==> src/rtl/cache_rd_arbiter_pkg.sv <==
// Shared constants and types for the cache read-channel arbiter.
// AXI field encodings, transaction IDs and FSM state encoding.
package cache_rd_arbiter_pkg;

    localparam logic [2:0] AXI_SIZE_W     = 3'b010;
    localparam logic [1:0] AXI_BURST_INCR = 2'b01;
    localparam logic [3:0] AXI_ID_ICACHE  = 4'd0;
    localparam logic [3:0] AXI_ID_DCACHE  = 4'd1;

    typedef enum logic [1:0] {
        RA_IDLE = 2'd0,
        RA_AR   = 2'd1,
        RA_R    = 2'd2
    } ra_state_t;

    typedef enum logic {
        OWN_I = 1'b0,
        OWN_D = 1'b1
    } owner_t;

endpackage

==> src/rtl/rr_arb2.sv <==
// Two-way round-robin arbiter: bit 0 is ICache, bit 1 is DCache.
// On a tie the requester that did not win last time is granted.
module rr_arb2 (
    input  logic [1:0] req,
    input  logic       last_grant,
    output logic [1:0] grant
);

    always_comb begin
        grant = req;
        if (req == 2'b11) begin
            grant = last_grant ? 2'b01 : 2'b10;
        end
    end

endmodule

==> src/rtl/cache_rd_arbiter.sv <==
// Shares one AXI read channel between ICache and DCache refills.
// One outstanding transaction; returned beats routed to the owner.
module cache_rd_arbiter
    import cache_rd_arbiter_pkg::*;
#(
    parameter int         LINE_WORDS = 4,
    parameter logic [3:0] ID_I       = AXI_ID_ICACHE,
    parameter logic [3:0] ID_D       = AXI_ID_DCACHE,
    localparam int        IW         = $clog2(LINE_WORDS)
) (
    input  logic          clk,
    input  logic          resetn,

    input  logic          i_rd_req,
    input  logic          i_rd_type,
    input  logic [31:0]   i_rd_addr,
    output logic          i_rd_rdy,
    output logic          i_ret_valid,
    output logic          i_ret_last,
    output logic [IW-1:0] i_ret_idx,
    output logic [31:0]   i_ret_data,

    input  logic          d_rd_req,
    input  logic          d_rd_type,
    input  logic [31:0]   d_rd_addr,
    output logic          d_rd_rdy,
    output logic          d_ret_valid,
    output logic          d_ret_last,
    output logic [IW-1:0] d_ret_idx,
    output logic [31:0]   d_ret_data,

    output logic [3:0]    arid,
    output logic [31:0]   araddr,
    output logic [7:0]    arlen,
    output logic [2:0]    arsize,
    output logic [1:0]    arburst,
    output logic          arvalid,
    input  logic          arready,

    input  logic [3:0]    rid,
    input  logic [31:0]   rdata,
    input  logic          rlast,
    input  logic          rvalid,
    output logic          rready
);

    ra_state_t     state;
    ra_state_t     state_d;
    owner_t        owner;
    owner_t        last_grant;
    owner_t        win;
    logic [IW-1:0] cnt;
    logic [1:0]    req;
    logic [1:0]    grant;
    logic          idle;
    logic          accept;
    logic          ar_hs;
    logic          hit;
    logic          done;

    assign req = {d_rd_req, i_rd_req};

    rr_arb2 u_arb (
        .req        (req),
        .last_grant (last_grant),
        .grant      (grant)
    );

    assign idle     = (state == RA_IDLE);
    assign i_rd_rdy = idle & grant[0];
    assign d_rd_rdy = idle & grant[1];
    assign accept   = i_rd_rdy | d_rd_rdy;
    assign win      = owner_t'(grant[1]);
    assign ar_hs    = (state == RA_AR) & arvalid & arready;

    // Beats tagged with another ID are still consumed, just not forwarded.
    assign hit  = (state == RA_R) & rready & rvalid & (rid == arid);
    assign done = hit & rlast;

    assign arsize  = AXI_SIZE_W;
    assign arburst = AXI_BURST_INCR;

    assign i_ret_valid = hit & (owner == OWN_I);
    assign i_ret_last  = rlast;
    assign i_ret_idx   = cnt;
    assign i_ret_data  = rdata;
    assign d_ret_valid = hit & (owner == OWN_D);
    assign d_ret_last  = rlast;
    assign d_ret_idx   = cnt;
    assign d_ret_data  = rdata;

    always_ff @(posedge clk) begin
        if (!resetn) begin
            state <= RA_IDLE;
        end else begin
            state <= state_d;
        end
    end

    always_comb begin
        state_d = state;
        unique case (state)
            RA_IDLE: if (accept) state_d = RA_AR;
            RA_AR:   if (ar_hs)  state_d = RA_R;
            RA_R:    if (done)   state_d = RA_IDLE;
            default:             state_d = RA_IDLE;
        endcase
    end

    always_ff @(posedge clk) begin
        if (!resetn) begin
            araddr     <= '0;
            arlen      <= '0;
            arid       <= '0;
            arvalid    <= 1'b0;
            rready     <= 1'b0;
            cnt        <= '0;
            owner      <= OWN_I;
            last_grant <= OWN_I;
        end else begin
            if (accept) begin
                owner      <= win;
                last_grant <= win;
                arvalid    <= 1'b1;
                if (win == OWN_D) begin
                    araddr <= d_rd_addr;
                    arlen  <= d_rd_type ? 8'(LINE_WORDS - 1) : 8'd0;
                    arid   <= ID_D;
                end else begin
                    araddr <= i_rd_addr;
                    arlen  <= i_rd_type ? 8'(LINE_WORDS - 1) : 8'd0;
                    arid   <= ID_I;
                end
            end
            if (ar_hs) begin
                arvalid <= 1'b0;
                rready  <= 1'b1;
                cnt     <= '0;
            end
            if (hit) begin
                cnt <= cnt + IW'(1);
            end
            if (done) begin
                rready <= 1'b0;
            end
        end
    end

endmodule

==> config.mk <==
export PLATFORM = sky130hd
export DESIGN_NAME = cache_rd_arbiter
export DESIGN_NICKNAME = d
export VERILOG_FILES = /design/src/rtl/cache_rd_arbiter_pkg.sv /design/src/rtl/rr_arb2.sv /design/src/rtl/cache_rd_arbiter.sv
export SDC_FILE = /design/constraint.sdc
export NUM_CORES = 1
export LEC_CHECK = 0
export ABC_AREA = 1
export BUFFER_PORTS_ARGS = -buffer_cell sky130_fd_sc_hd__buf_4
export CORE_ASPECT_RATIO = 1.2
export CORE_MARGIN = 2
export CORE_UTILIZATION = 34
export CTS_CLUSTER_DIAMETER = 120
export CTS_CLUSTER_SIZE = 24
export DETAILED_ROUTE_END_ITERATION = 10
export PLACE_DENSITY = 0.82
export SETUP_SLACK_MARGIN = 0.5
export SKIP_LAST_GASP = 1
export SYNTH_ARGS = -nofsm -noshare
export SYNTH_HDL_FRONTEND = slang
export SYNTH_SLANG_ARGS = --single-unit
==> constraint.sdc <==
create_clock -name clk -period 1.3 [get_ports clk]
set_clock_uncertainty 0.2 [all_clocks]
set_input_delay 0.13 -clock clk [delete_from_list [all_inputs] [get_ports clk]]
set_output_delay 0.13 -clock clk [all_outputs]
set_load 0.01 [all_outputs]
==> flow_metrics.tcl, run 1 <==
set metrics [dict create \
    path_max_fanout 6 \
    avgSynthCellArea_um2 6.65 \
    wl_per_cell_um 14.9 \
    synth_fa_ha_area_share_pct 0 \
    powerDensity_nw_per_um2 1140 \
    holdPathEnd "rready" \
    holdPathStages 4 \
    synth_xor_xnor_area_share_pct 0.332 \
    cts_root_buf "clkbuf_8" \
    holdWs_ns -0.0466 \
    finalNetCount 597 \
    port_buffers 123 \
    io_pins 234 \
    grt_pass1_wl_um 12900 \
    crit_type "reg2reg" \
    ys_ff_latch 40 \
    clkTransAtPathRegs_ns 0.08 \
    grt_overflow 0 \
    layout-drive-gt1-share_pct 57.1 \
    synth_top_family_by_area "simple AND/OR/NAND/NOR gates" \
    wl_um 8650 \
    mostFrequentLayoutCell "buf_4" \
    pre_cts_ws_ns -0.106 \
    synth_edf_count 0 \
    diodes 0 \
    yosysWarnings 0 \
    min_period_ns 1.63 \
    fmax_mhz 615 \
    clkLatencyLatePin_ns 0.28 \
    hold_start "rlast" \
    drt_first_iter_violations 87 \
    design_area_um2 4090 \
    p_leak_uw 0.00208 \
    yosys.area.top_type "dfxtp_1" \
    finalPower_uw 4680 \
    failed_checks "hold timing, setup timing" \
    ys_top_cells_by_area "dfxtp_1, buf_4, nand2_1, nor2_1, nand3_1" \
    track_usage_pct 19.3 \
    cts_inserted_buffers 5 \
    layout_common_cells "buf_4, nand2_1, buf_6, nor2_1, dfxtp_2" \
    placed_area_um2 3210 \
    synthSimpleGateAreaFrac_pct 31.3 \
    cp.required_ns 1.27 \
    die_area_um2 8480 \
    cts.sinks 40 \
    maxSlewViolCount 0 \
    yosysTopAreaCellShare_pct 30.3 \
    grt_pass1_vias 2665 \
    cp-end-kind "flop" \
    finalNonFillerCells 581 \
    drtAntennaViolNets 0 \
    netlist_area_um2 2640 \
    rr_worst_depth 11 \
    hpwlAfterDp_um 6260 \
    synth.area.mux_share_pct 0 \
    arrival_ns 1.60 \
    rows 35 \
    finalSetupViolCount 43 \
    dieWidth_um 84.4 \
    startpoint_type "flop" \
    dieHeight_um 101 \
    drc_errors 0 \
    irDropWorstVdd_mv 0.560 \
    final.period_utilization_pct 125 \
    antenna_found_initial 0 \
    synth_ff_type "dfxtp_1" \
    vias_per_cell 4.66 \
    dp.cells 542 \
    synth_compound_area_share_pct 7.49 \
    rsz0062_at_grt "true" \
    vias 2707 \
    hold_viol_final 28 \
    synthCells 397 \
    cts_buffer_depth 2 \
    place_congestion 0.785 \
    utilization_pct 53.7 \
    grt_max_degree 34 \
    ys_seq_area_share_pct 30.3 \
    holdCritPathClass "in2reg" \
    crit-reg2reg-launch "last_grant" \
    r2r_slack_ns -0.33 \
    r2r-end "araddr[3]" \
    area_delta_synth_final_pct 55.0 \
    h-tree-depth 2 \
    drt_pre_antenna_iters 4 \
    fin_ws_ns -0.327 \
    maxCapViolations 0 \
    synth.distinct_cells 23 \
    cts_tree "built" \
    async_flop_share_pct 0 \
    coreArea_um2 7620 \
    status "finished with violations" \
    start_util_pct 34.6 \
]
==> power by group <==
part           total, µW  switching (µW)  internal [µW]  leakage [µW]
sequential          1610             155           1450      0.000345
clock               1040             440            601     0.0000627
combinational       2030             928           1100       0.00167
==> worst max-delay path by stage <==
stage               startpoint          to  slack, ns  cells past startpoint
floorplan           last_grant   araddr[0]      -0.04                      8
global placement    last_grant  araddr[18]      -0.07                      7
detailed placement  last_grant  araddr[21]      -0.11                      7
CTS                 last_grant    state[1]      -0.32                     12
global route        last_grant  araddr[15]      -0.38                     10
finish              last_grant   araddr[3]      -0.33                     11
==> Yosys cell counts (3+ instances only) <==
| library cell | count |
|---|---|
| a21oi_1 | 4 |
| buf_1 | 3 |
| buf_2 | 8 |
| buf_4 | 85 |
| buf_6 | 3 |
| clkbuf_1 | 4 |
| dfxtp_1 | 40 |
| inv_1 | 13 |
| nand2_1 | 78 |
| nand2_4 | 3 |
| nand3_1 | 39 |
| nor2_1 | 72 |
| o21ai_0 | 15 |
| o21ai_1 | 19 |
==> worst max-delay path: stages (launching register included) <==
cell	delay, ns
dfxtp_2	0.33
inv_2	0.06
buf_4	0.13
nand2_8	0.07
nand2_8	0.08
nand2_4	0.06
buf_12	0.13
nand2_8	0.09
inv_8	0.06
buf_6	0.12
nor2_1	0.12
nor2_1	0.07
==> per-layer routing <==
metal / routed length [µm] / track usage, %
met1: 2600 / 17.3
met2: 4690 / 36.6
met3: 1070 / 8.27
met4: 284 / 10.1
met5: 0 / 0
==> per-stage QoR <==
stage / hold WS (ns) / setup TNS (ns)
4_1_cts: -0.0565 / -11.49
3_5_place_dp: 0.0601 / -2.69
2_1_floorplan: 0.137 / -1.29
3_3_place_gp: 0.0601 / -1.50
5_1_grt: -0.0500 / -15.00
6_report: -0.0466 / -11.62
==> layout make-up <==
class	count	area (µm²)
well taps	92	115
flip-flops and latches	40	856
fillers	701	3530
clock buffers	8	121
repair buffers	175	1610
inverters	15	63.8
multi-input cells	251	1320
==> sequential cells by signal (all words and copies together) (netlist names) <==
signal      flops
araddr         32
d_ret_idx       2
state           2
arlen           1
arvalid         1
last_grant      1
rready          1
==> repair_timing <==
action | in CTS | in global routing
gates resized for setup | 121 | 33
cloned | 1 | 1
endpoints found under the setup margin | 85 | 85
setup buffers | 18 | 11
pin swaps | 11 | 7
hold endpoints to repair | 35 | 18
==> kinds of logic (layout without fill, tap and decap cells) <==
| kind of cell | count (synthesis) | after routing |
|---|---|---|
| compound gates | 39 | 39 |
| buf+inv | 118 | 198 |
| other cells | 2 | 14 |
| flops | 40 | 40 |
| simple gates | 197 | 197 |
| xor+xnor | 1 | 1 |
(Power assumes the default switching activity.)
==> run 2: changes to the inputs <==
--- a/config.mk
+++ b/config.mk
@@ -6,14 +6,13 @@
 export NUM_CORES = 1
 export LEC_CHECK = 0
 export ABC_AREA = 1
-export BUFFER_PORTS_ARGS = -buffer_cell sky130_fd_sc_hd__buf_4
-export CORE_ASPECT_RATIO = 1.2
-export CORE_MARGIN = 2
-export CORE_UTILIZATION = 34
+export CORE_AREA = 2 2 90 92
 export CTS_CLUSTER_DIAMETER = 120
 export CTS_CLUSTER_SIZE = 24
 export DETAILED_ROUTE_END_ITERATION = 10
-export PLACE_DENSITY = 0.82
+export DIE_AREA = 0 0 92 94
+export DONT_BUFFER_PORTS = 1
+export PLACE_DENSITY = 0.55
 export SETUP_SLACK_MARGIN = 0.5
 export SKIP_LAST_GASP = 1
 export SYNTH_ARGS = -nofsm -noshare
==> flow_metrics.tcl, run 2 (same netlist as run 1, synthesis figures left out) <==
set metrics [dict create \
    rr_worst_depth 8 \
    power_frac_comb_pct 37.2 \
    grt_overflow 0 \
    holdWs_ns -0.264 \
    coreArea_um2 7610 \
    die_area_um2 8650 \
    hold_viol_final 40 \
    cp-end-kind "output port" \
    wl_per_cell_um 17.5 \
    final.period_utilization_pct 127 \
    arrival_ns 1.32 \
    layout-drive-gt1-share_pct 45.9 \
    p_leak_uw 0.00149 \
    crit_end "d_ret_valid" \
    grt_max_degree 38 \
    p_switching_uw 1520 \
    area_delta_synth_final_pct 24.2 \
    fin_ws_ns -0.351 \
    cp.required_ns 0.97 \
    startpoint_type "flop" \
    maxCapViolations 0 \
    clkTransAtPathRegs_ns 0.08 \
    powerDensity_nw_per_um2 1340 \
    io_pins 234 \
    drc_errors 0 \
    sw_frac_of_total_pct 34.6 \
    finalNetCount 463 \
    hpwlAfterDp_um 5340 \
    crit-reg2reg-launch "state[1]" \
    top_register "araddr" \
    clkLatencyLatePin_ns 0.29 \
    drt_first_iter_violations 57 \
    startpoint "last_grant" \
    rows 32 \
    slowest_stage "dfxtp_2" \
    grt_pass1_wl_um 11300 \
    wl_um 8000 \
    p_int_uw 2870 \
    vias 2202 \
    crit_type "reg2out" \
    rsz0062_at_grt "true" \
    place_congestion 0.745 \
    clkPwrFrac_pct 23.5 \
    holdCritPathClass "in2reg" \
    finalSetupViolCount 44 \
    drtAntennaViolNets 0 \
    cts.sinks 40 \
    fillerInstances 789 \
    track_usage_pct 17.2 \
    min_period_ns 1.65 \
    grt_pass1_vias 2080 \
    crit_path_max_incr_delay_ns 0.35 \
    mostFrequentLayoutCell "nand2_1" \
    cts_inserted_buffers 5 \
    regArea_um2 927 \
    multi_input_area_um2 1430 \
    port_buffers 0 \
    dieHeight_um 94 \
    cp_cell_sequence "inv_2 -> buf_6 -> nand2_4 -> nand2_4 -> nor2_4 -> nand2_4 -> nor2_4 -> buf_6" \
    fmax_mhz 606 \
    status "finished with violations" \
    dieWidth_um 92 \
    largest_reg_flops 32 \
    r2r_slack_ns -0.32 \
    crit_top_cell "nand2_4" \
    diodes 0 \
    r2r-end "araddr[28]" \
    failed_checks "hold timing, setup timing" \
    cts_tree "built" \
    start_util_pct 34.7 \
    h-tree-depth 2 \
    path_max_fanout 4 \
    maxSlewViolCount 0 \
    layout_common_cells "nand2_1, nor2_1, nand3_1, o21ai_2, dfxtp_4" \
    p_seq_share_pct 39.4 \
    cts_buffer_depth 2 \
    drt_pre_antenna_iters 4 \
    vias_per_cell 4.82 \
    design_area_um2 3280 \
    cts_root_buf "clkbuf_8" \
    antenna_found_initial 0 \
    utilization_pct 43.1 \
    irDropWorstVdd_mv 0.564 \
    placed_area_um2 2320 \
]
-- run 2: worst min-delay path by stage --
stage,endpoint,cells past startpoint,start
after floorplan,rready,3,rlast
after global placement,state[0],2,resetn
after detailed placement,state[0],2,resetn
after CTS,araddr[14],2,resetn
after global routing,araddr[14],2,resetn
final,araddr[0],2,resetn
-- run 2: layer usage --
layer	vias to the layer above	GRT usage [%]	wire length, µm
li1	1066	-	-
met1	985	17.3	2800
met2	142	32.6	4250
met3	9	6.58	823
met4	0	5.47	127
met5	-	0	0
-- run 2: metrics by stage --
stage	total power (µW)	worst slack, ns	TNS (ns)	instances
final	4390	-0.351	-11.53	457
after global routing	4650	-0.426	-14.53	457
after CTS	4210	-0.383	-11.22	451
after detailed placement	2600	-0.147	-3.37	430
after global placement	2600	-0.110	-2.13	430
after floorplan	2560	-0.0442	-1.29	409
-- run 2: cell type report --
| cell class | count | area share, % |
|---|---|---|
| timing repair buffer | 41 | 18.5 |
| inverter | 15 | 2.25 |
| multi-input combinational | 251 | 43.7 |
| sequential | 40 | 28.3 |
| clock buffer | 5 | 2.10 |
| tap | 102 | 3.89 |
| clock inverter | 3 | 1.26 |
-- run 2: worst max-delay path: cells and delay by family (launching register included) --
family                 cells  cell delay (ns)
and+or+nand+nor            5             0.43
DFF                        1             0.35
buffers and inverters      3             0.26
-- run 2: power by group through the flow --
| stage | combinational (µW) | clock, µW | sequential (µW) |
|---|---|---|---|
| detailed placement | 943 | 0 | 1660 |
| global placement | 931 | 0 | 1670 |
| global route | 1780 | 1120 | 1750 |
| floorplan | 935 | 0 | 1620 |
| CTS | 1420 | 1080 | 1710 |
| finish | 1630 | 1030 | 1730 |
-- run 2: timing repair --
item | CTS | global route
pin swaps | 7 | 26
endpoints found under the setup margin | 85 | 85
gates cloned | 5 | 3
resized for setup | 119 | 59
hold endpoints to repair | 40 | 40
buffers inserted | 8 | 3
==> run 3: changes to the inputs <==
--- a/config.mk
+++ b/config.mk
@@ -5,13 +5,13 @@
 export SDC_FILE = /design/constraint.sdc
 export NUM_CORES = 1
 export LEC_CHECK = 0
-export ABC_AREA = 1
-export CORE_AREA = 2 2 90 92
+export CORE_AREA = 2 2 92 94
 export CTS_CLUSTER_DIAMETER = 120
 export CTS_CLUSTER_SIZE = 24
 export DETAILED_ROUTE_END_ITERATION = 10
-export DIE_AREA = 0 0 92 94
+export DIE_AREA = 0 0 94 96
 export DONT_BUFFER_PORTS = 1
+export HOLD_SLACK_MARGIN = 0.12
 export PLACE_DENSITY = 0.55
 export SETUP_SLACK_MARGIN = 0.5
 export SKIP_LAST_GASP = 1
==> flow_metrics.tcl, run 3 <==
set metrics [dict create \
    status "finished with violations" \
    failed_checks "hold timing, setup timing" \
    grt_pass1_vias 1717 \
    mostFrequentLayoutCell "a21oi_1" \
    die_area_um2 9020 \
    async_flop_share_pct 0 \
    crit_path_max_incr_delay_ns 0.38 \
    crit_type "reg2out" \
    yosysTopAreaCellShare_pct 29.4 \
    yosysWarnings 0 \
    fillerInstances 766 \
    holdCritPathClass "in2reg" \
    wl_um 7040 \
    synth_ff_type "dfxtp_1" \
    path_max_fanout 3 \
    grt_max_degree 22 \
    r2r_slack_ns -0.27 \
    synthCells 283 \
    holdWs_ns -0.244 \
    layout-drive-gt1-share_pct 64.5 \
    antenna_found_initial 0 \
    diodes 0 \
    holdPathEnd "last_grant" \
    io_pins 234 \
    hold_viol_final 40 \
    fmax_mhz 615 \
    grt_use_met1_pct 16.4 \
    busiest_layer "met2" \
    rsz0062_at_grt "true" \
    finalNetCount 353 \
    rr_worst_depth 6 \
    dieHeight_um 96 \
    drtAntennaViolNets 0 \
    hold_start "resetn" \
    vias 1775 \
    port_buffers 0 \
    cpLargestDelayFamily "simple AND/OR/NAND/NOR gates" \
    use_met3_pct 4.93 \
    cts.sinks 40 \
    crit-reg2reg-launch "state[1]" \
    holdPathStages 1 \
    ys_seq_area_share_pct 29.4 \
    finalPower_uw 3570 \
    place_congestion 0.704 \
    utilization_pct 40.3 \
    layout_common_cells "a21oi_1, a211oi_2, dfxtp_2, conb_1, buf_6" \
    h-tree-depth 2 \
    track_usage_pct 14.0 \
    largest_reg_flops 32 \
    cts_root_buf "clkbuf_8" \
    maxSlewViolCount 0 \
    clkLatencyLatePin_ns 0.28 \
    cts_tree "built" \
    ys_ff_latch 40 \
    arrival_ns 1.29 \
    synthTopCellsByCount "buf_4, dfxtp_1, a21oi_1" \
    irDropWorstVdd_mv 0.380 \
    dieWidth_um 94 \
    drt_first_iter_violations 19 \
    synth_compound_area_share_pct 23.8 \
    crit_buf_inv 1 \
    yosys.area.top_type "dfxtp_1" \
    top_register "araddr" \
    startpoint_type "flop" \
    ys_top_cells_by_area "dfxtp_1, buf_4, a211oi_2, mux2i_1, a21oi_1" \
    slowest_stage "dfxtp_4" \
    grt_overflow 0 \
    cp-end-kind "output port" \
    design_area_um2 3250 \
    drc_errors 0 \
    synth_edf_count 0 \
    powerDensity_nw_per_um2 1100 \
    netlist_area_um2 2730 \
    pre_cts_ws_ns -0.210 \
    cts_inserted_buffers 5 \
    cp_cell_sequence "buf_12 -> nand4bb_4 -> or2_4 -> nor3_4" \
    hpwlAfterDp_um 4350 \
    p_leak_uw 0.00116 \
    cts_buffer_depth 2 \
    placed_area_um2 2390 \
    maxCapViolations 0 \
    r2r-end "d_ret_idx[1]" \
    use_met2_pct 24.4 \
    synth.area.mux_share_pct 12.5 \
    fin_ws_ns -0.325 \
    final.setup.tns_ns -9.02 \
    synth.distinct_cells 33 \
    avgSynthCellArea_um2 9.64 \
    start_util_pct 33.9 \
    final.period_utilization_pct 125 \
    min_period_ns 1.62 \
    clkTransAtPathRegs_ns 0.08 \
    vias_per_cell 5.07 \
    synth_most_common_cell "buf_4" \
    drt_pre_antenna_iters 4 \
    synth_xor_xnor_area_share_pct 0.321 \
    finalSetupViolCount 43 \
    area_delta_synth_final_pct 19.1 \
    grt_pass1_wl_um 9440 \
    synth_fa_ha_area_share_pct 0 \
    synthSimpleGateAreaFrac_pct 5.37 \
    cp.required_ns 0.97 \
    synth_top_family_by_area "buffers and inverters" \
    coreArea_um2 8050 \
    rows 33 \
    wl_per_cell_um 20.1 \
    cts_hold_buf 1 \
]
-- run 3: changes by cell type after synthesis, sizes merged, moves of 3 or more --
cell / previous run / this run
nand3: 40 / 1
nor2: 72 / 2
o21ai: 34 / 2
inv: 15 / 0
nor3: 1 / 4
nand2b: 0 / 5
mux2i: 0 / 34
a21oi: 4 / 37
nand2: 83 / 1
a211oi: 1 / 33
-- run 3: area by class of cell --
cell class	count	area, µm²	area share, %
flip-flops and latches	40	883	27.2
clock buffers	8	90.1	2.77
repair buffers	44	623	19.2
inverters	1	3.75	0.116
multi-input cells	152	1520	46.7
well taps	105	131	4.04
-- run 3: cell families (layout without fill, tap and decap cells) --
group	Yosys count	after routing
AO/OA/AOI/OAI	79	79
XOR/XNOR	1	1
buffers and inverters	104	53
flip-flops	40	40
multiplexers	34	34
other	2	14
AND/OR/NAND/NOR	23	24
-- run 3: worst max-delay path by stage --
stage,end,startpoint,cells after the start,slack (ns)
6_report,i_ret_valid,state[1],4,-0.32
2_1_floorplan,araddr[0],last_grant,5,-0.12
5_1_grt,i_ret_valid,state[1],4,-0.39
3_3_place_gp,araddr[26],state[1],3,-0.18
3_5_place_dp,araddr[28],state[1],3,-0.21
4_1_cts,i_ret_valid,state[1],4,-0.35
-- run 3: stage by stage --
step                      std cells  hold WS, ns
final                           350       -0.244
after global routing            350       -0.271
after CTS                       343       -0.257
after global placement          315       0.0196
after detailed placement        315       0.0191
after floorplan                 295       0.0160
-- run 3: where the power goes --
part	internal (µW)	leakage (µW)	switching, µW	total (µW)
registers	1390	0.000348	164	1550
clock network	434	0.0000455	427	860
logic	635	0.000771	517	1150
-- run 3: per-layer routing --
layer	vias to the layer above	share of wire, %
met2	124	50
li1	827	-
met3	6	10
met4	0	0.92
met5	-	0
met1	818	39
-- run 3: timing repair --
| action | in CTS | in global routing |
|---|---|---|
| cloned | 4 | 1 |
| endpoints found under the hold margin | 107 | 105 |
| gates resized for setup | 82 | 32 |
| pin swaps | 29 | 15 |
| buffers inserted | 15 | 6 |
| setup endpoints to repair | 85 | 87 |
